--- src/rtl/sram_arbiter.sv ---
// sram_arbiter: CPU/video arbiter for one single-port SRAM.
// Define SRAM_ARB_ROUNDROBIN_EN for round-robin arbitration.
module sram_arbiter #(
  parameter int WAIT_CYCLES = 2
) (
  input  logic        iClk,
  input  logic        iRst,
  input  logic        iCpuReq,
  input  logic        iCpuWe,
  input  logic [19:0] iCpuAddr,
  input  logic [7:0]  iCpuDataW,
  output logic        oCpuAck,
  output logic [7:0]  oCpuDataR,
  input  logic        iVidReq,
  input  logic [19:0] iVidAddr,
  output logic        oVidAck,
  output logic [7:0]  oVidDataR,
  output logic [19:0] oSramAddr,
  output logic [7:0]  oSramDataW,
  output logic        oSramWe,
  input  logic [7:0]  iSramDataR,
  output logic        oBusy
);

  typedef enum logic [1:0] {
    IDLE    = 2'd0,
    ACCESS  = 2'd1,
    RECOVER = 2'd2
  } state_t;

  state_t     state;
  state_t     nextState;
  logic [3:0] count;
  logic       weFlag;
  logic       grantVid;
  logic       pickVid;
  logic       start;
  logic       lastCycle;

  assign start     = (state == IDLE) && (iCpuReq || iVidReq);
  assign lastCycle = (state == ACCESS) && (count == 4'd0);

`ifdef SRAM_ARB_ROUNDROBIN_EN
  logic lastVid;

  // On a tie the port that did not win last time goes first
  assign pickVid = iVidReq && (!iCpuReq || !lastVid);

  // Remember who was granted most recently
  always_ff @(posedge iClk) begin
    if (iRst) begin
      lastVid <= 1'b1;
    end else if (start) begin
      lastVid <= pickVid;
    end
  end
`else
  assign pickVid = iVidReq;
`endif

  // State register
  always_ff @(posedge iClk) begin
    if (iRst) begin
      state <= IDLE;
    end else begin
      state <= nextState;
    end
  end

  // Next-state logic
  always_comb begin
    nextState = state;
    unique case (state)
      IDLE:    if (start) nextState = ACCESS;
      ACCESS:  if (lastCycle) nextState = RECOVER;
      RECOVER: nextState = IDLE;
      default: nextState = IDLE;
    endcase
  end

  // Latch the winner, count access cycles, capture read data
  always_ff @(posedge iClk) begin
    if (iRst) begin
      count      <= 4'd0;
      weFlag     <= 1'b0;
      grantVid   <= 1'b0;
      oSramAddr  <= 20'd0;
      oSramDataW <= 8'd0;
      oSramWe    <= 1'b0;
      oCpuDataR  <= 8'd0;
      oVidDataR  <= 8'd0;
    end else begin
      oSramWe <= (start && !pickVid && iCpuWe) ||
                 (state == ACCESS && !lastCycle && weFlag);
      if (start) begin
        count      <= 4'(WAIT_CYCLES - 1);
        grantVid   <= pickVid;
        weFlag     <= !pickVid && iCpuWe;
        oSramAddr  <= pickVid ? iVidAddr : iCpuAddr;
        oSramDataW <= pickVid ? 8'd0 : iCpuDataW;
      end else if (state == ACCESS) begin
        if (!lastCycle) begin
          count <= count - 4'd1;
        end else if (!weFlag) begin
          if (grantVid) begin
            oVidDataR <= iSramDataR;
          end else begin
            oCpuDataR <= iSramDataR;
          end
        end
      end
    end
  end

  // Status and completion pulses decoded from state
  always_comb begin
    oBusy   = (state != IDLE);
    oCpuAck = (state == RECOVER) && !grantVid;
    oVidAck = (state == RECOVER) && grantVid;
  end

endmodule

--- config.mk ---
export PLATFORM = sky130hd
export DESIGN_NAME = sram_arbiter
export DESIGN_NICKNAME = d
export VERILOG_FILES = /design/src/rtl/sram_arbiter.sv
export SDC_FILE = /design/constraint.sdc
export NUM_CORES = 1
export LEC_CHECK = 0
export CORE_AREA = 2 2 74 76
export DETAILED_ROUTE_END_ITERATION = 10
export DIE_AREA = 0 0 76 78
export PLACE_DENSITY = 0.93
export SLEW_MARGIN = 5
export SYNTH_ARGS = -nofsm -noshare
export SYNTH_HDL_FRONTEND = slang
export SYNTH_SLANG_ARGS = --single-unit
--- constraint.sdc ---
create_clock -name iClk -period 2.9 [get_ports iClk]
set_input_delay 0.58 -clock iClk [delete_from_list [all_inputs] [get_ports iClk]]
set_output_delay 0.58 -clock iClk [all_outputs]
set_load 0.05 [all_outputs]
==> qor.yml <==
cells_and_area:
  drive_gt1_share_pct: 4.95
  nets: 364
  fin_area_mm2: 0.00334
  finalNonFillerCells: 373
  n_antenna_cell: 0
  syn_to_final_growth_pct: 60.5
sta:
  worst_pin_slew_ns: 1.01
  max_slew_margin_pct: 32.6
  grt_setup_unrepaired: "no"
  slew_viol_final: 0
  setup_viol: 0
  worst_slack_ns: 0.405
  min_period_ns: 2.49
  timing.fmax_mhz: 401
  fin_skew_ns: 0.00490
  finalSetupTns_ns: 0
  period_share_pct: 86.0
  hold_viol: 0
critical_path:
  critical_path_buf_inv_count: 2
  required_ns: 2.32
  rr_startpoint: "count[0]"
  slowest_delay_ns: 0.85
  crit_type: "reg -> out"
  r2r_cells: 5
  arrival_ns: 1.91
  critPathMaxFanout: 7
  path_cells: "inv_1 -> nor3b_1 -> clkdlybuf4s50_1"
  cp_top_family: "buffers and inverters"
  rrSetupSlack_ns: 0.97
  setup.worst_path.end_class: "primary output"
  r2r_end: "oCpuDataR[4]"
  critPathSlowestCell: "clkdlybuf4s50_1"
  startpoint_type: "register"
cts:
  htree_levels: 2
  clk_latency_ns: 0.30
  clock-sinks: 53
  clock_path_buffers: 2
  cts_hold_buf: 0
  cts_root_buf: "clkbuf_8"
  numCtsBuffers: 5
  post_cts_resized: 0
  cts_tree: "done"
  path_clk_slew_ns: 0.10
  cts_setup_buffers: 0
logic_synthesis:
  synth_top_area_share_pct: 50.9
  synth_edf_count: 0
  synth.distinct_cells: 31
  synth_ff_type: "dfxtp_1"
  postSynthCellCount: 199
  yosysMostFrequentCell: "dfxtp_1"
  synth.cell_area_mm2: 0.00208
  synth_area_leader_cell: "dfxtp_1"
  async_flop_share_pct: 0
  avgSynthCellArea_um2: 10.5
  yosys_warnings: 0
  synth_area_leaders: "dfxtp_1 51%, a221o_1 9.6%, mux2i_1 8.2%"
  synth_nets: 261
  synth-seq-area-share_pct: 50.9
  synth_common_cells: "53 x dfxtp_1, 25 x nand2_1, 20 x a221o_1, 20 x and2_1, 17 x mux2i_1"
  synth-seq-cells: 53
power_and_ir_drop:
  power.leakage_nw: 1.30
  power_frac_seq_pct: 41.7
  clkPwrFrac_pct: 29.3
  ir_drop_mv: 0.299
  powerDensity_mw_per_mm2: 602
  switchingPower_mw: 0.623
  sw_frac_of_total_pct: 31.0
  internal-power_mw: 1.39
  power_mw: 2.01
  p_comb_share_pct: 29.1
grt:
  antenna_found_initial: 0
  grt_overflow: 0
  grt_pass1_wl_um: 8570
  grt_start_max_net_pins: 31
  first_global_vias: 1819
  grt_usage_pct: 17.8
status:
  outcome: "completed"
worst_hold_path:
  min_path_type: "reg -> reg"
  min_to: "oCpuDataR[1]"
  hold_depth: 2
  hold_start: "oCpuDataR[1]"
detailed_routing:
  routedWlPerCell_um: 13.8
  finalWirelength_um: 5150
  drtAntennaViolNets: 0
  via_count: 1842
  drc: 0
  viasPerCell: 4.94
  firstDrtPassIters: 4
  drtIter0Drc: 73
floorplanning:
  num_rows: 26
  die_w_um: 76
  initial_core_util_pct: 41.3
  fp.dieH_um: 78
  core_area_mm2: 0.00504
  design.die.area_mm2: 0.00593
  ios: 109
placement:
  post-place-ws_ns: 0.454
  place_congestion: 0.775
  dp_hpwl_um: 3950
  io_buffers: 108
  dpl-instance-area_mm2: 0.00321
  dp_cells: 365
job:
  maxCapViolations: 0
layout make-up:
class                           instances  area [um2]
Fill cell                             405        1700
Timing Repair Buffer                  110        1100
Sequential cell                        53        1060
Multi-Input combinational cell        127         942
Tap cell                               70        87.6
Clock buffer                            5        68.8
Clock inverter                          3        68.8
Inverter                                5        18.8
through the flow:
| step | util [%] | hold WS (ns) |
|---|---|---|
| final | 66.3 | 0.463 |
| after global routing | 66.3 | 0.492 |
| after CTS | 66.3 | 0.465 |
| after detailed placement | 63.6 | 0.449 |
| after global placement | 63.6 | 0.444 |
| after floorplan | - | 0.467 |
cell families (layout without fill, tap and decap cells):
family	count (synthesis)	in the layout	synth area share [%]
simple gates	68	68	19.2
fa+ha+maj	1	1	0.601
flops	53	53	50.9
buf+inv	19	123	4.14
compound gates	41	41	17.0
mux	17	17	8.17
tightest hold or removal path, stage by stage (launching register included):
cell,delay (ns)
dfxtp_1,0.32
nand2_1,0.05
mux2i_1,0.05
flip-flops by register name, indices dropped and copies added (netlist names):
name	flops
state	2
weFlag	1
count	4
grantVid	1
oSramDataW	8
oSramAddr	20
oVidDataR	8
oSramWe	1
oCpuDataR	8
layer usage:
layer | global-route usage, % | up-vias | wire, um
li1 | - | 928 | -
met1 | 19.9 | 835 | 2100
met2 | 31.6 | 74 | 2580
met3 | 7.09 | 5 | 417
met4 | 4.91 | 0 | 51
met5 | 0 | - | 0
worst max path at each step:
stage / to / start / slack (ns) / cells past startpoint
after floorplan: oVidAck / state[1] / 0.68 / 2
after global placement: oSramAddr[11] / iRst / 0.52 / 4
after detailed placement: oSramAddr[18] / iRst / 0.45 / 4
after CTS: oVidAck / state[1] / 0.37 / 3
after global routing: oVidAck / state[1] / 0.28 / 3
final: oVidAck / state[1] / 0.41 / 3
power by group through the flow:
stage | clock, mW | combinational, mW | sequential, mW
final | 0.589 | 0.584 | 0.838
after detailed placement | 0 | 0.590 | 0.853
after global placement | 0 | 0.581 | 0.851
after CTS | 0.603 | 0.591 | 0.838
after floorplan | 0 | 0.197 | 1.02
after global routing | 0.631 | 0.621 | 0.847
cells in the final DEF, fill, tap and decap left out, drive strengths merged, types with 2 or more instances in the layout:
master         Yosys  final
a211oi             2      2
a21oi              4      4
a221o             20     20
a22o               9      9
and2              20     20
and4               2      2
buf                2      2
bufinv             0      2
clkbuf            12      5
clkdlybuf4s50      0    108
dfxtp             53     53
inv                5      6
mux2i             17     17
nand2             25     25
nand2b             2      2
nor2               3      3
nor3               2      2
nor3b              2      2
nor4b              2      2
o21ai              3      3
or3                2      2
or4                3      3
Note: power is estimated with default switching activity, not from simulation.
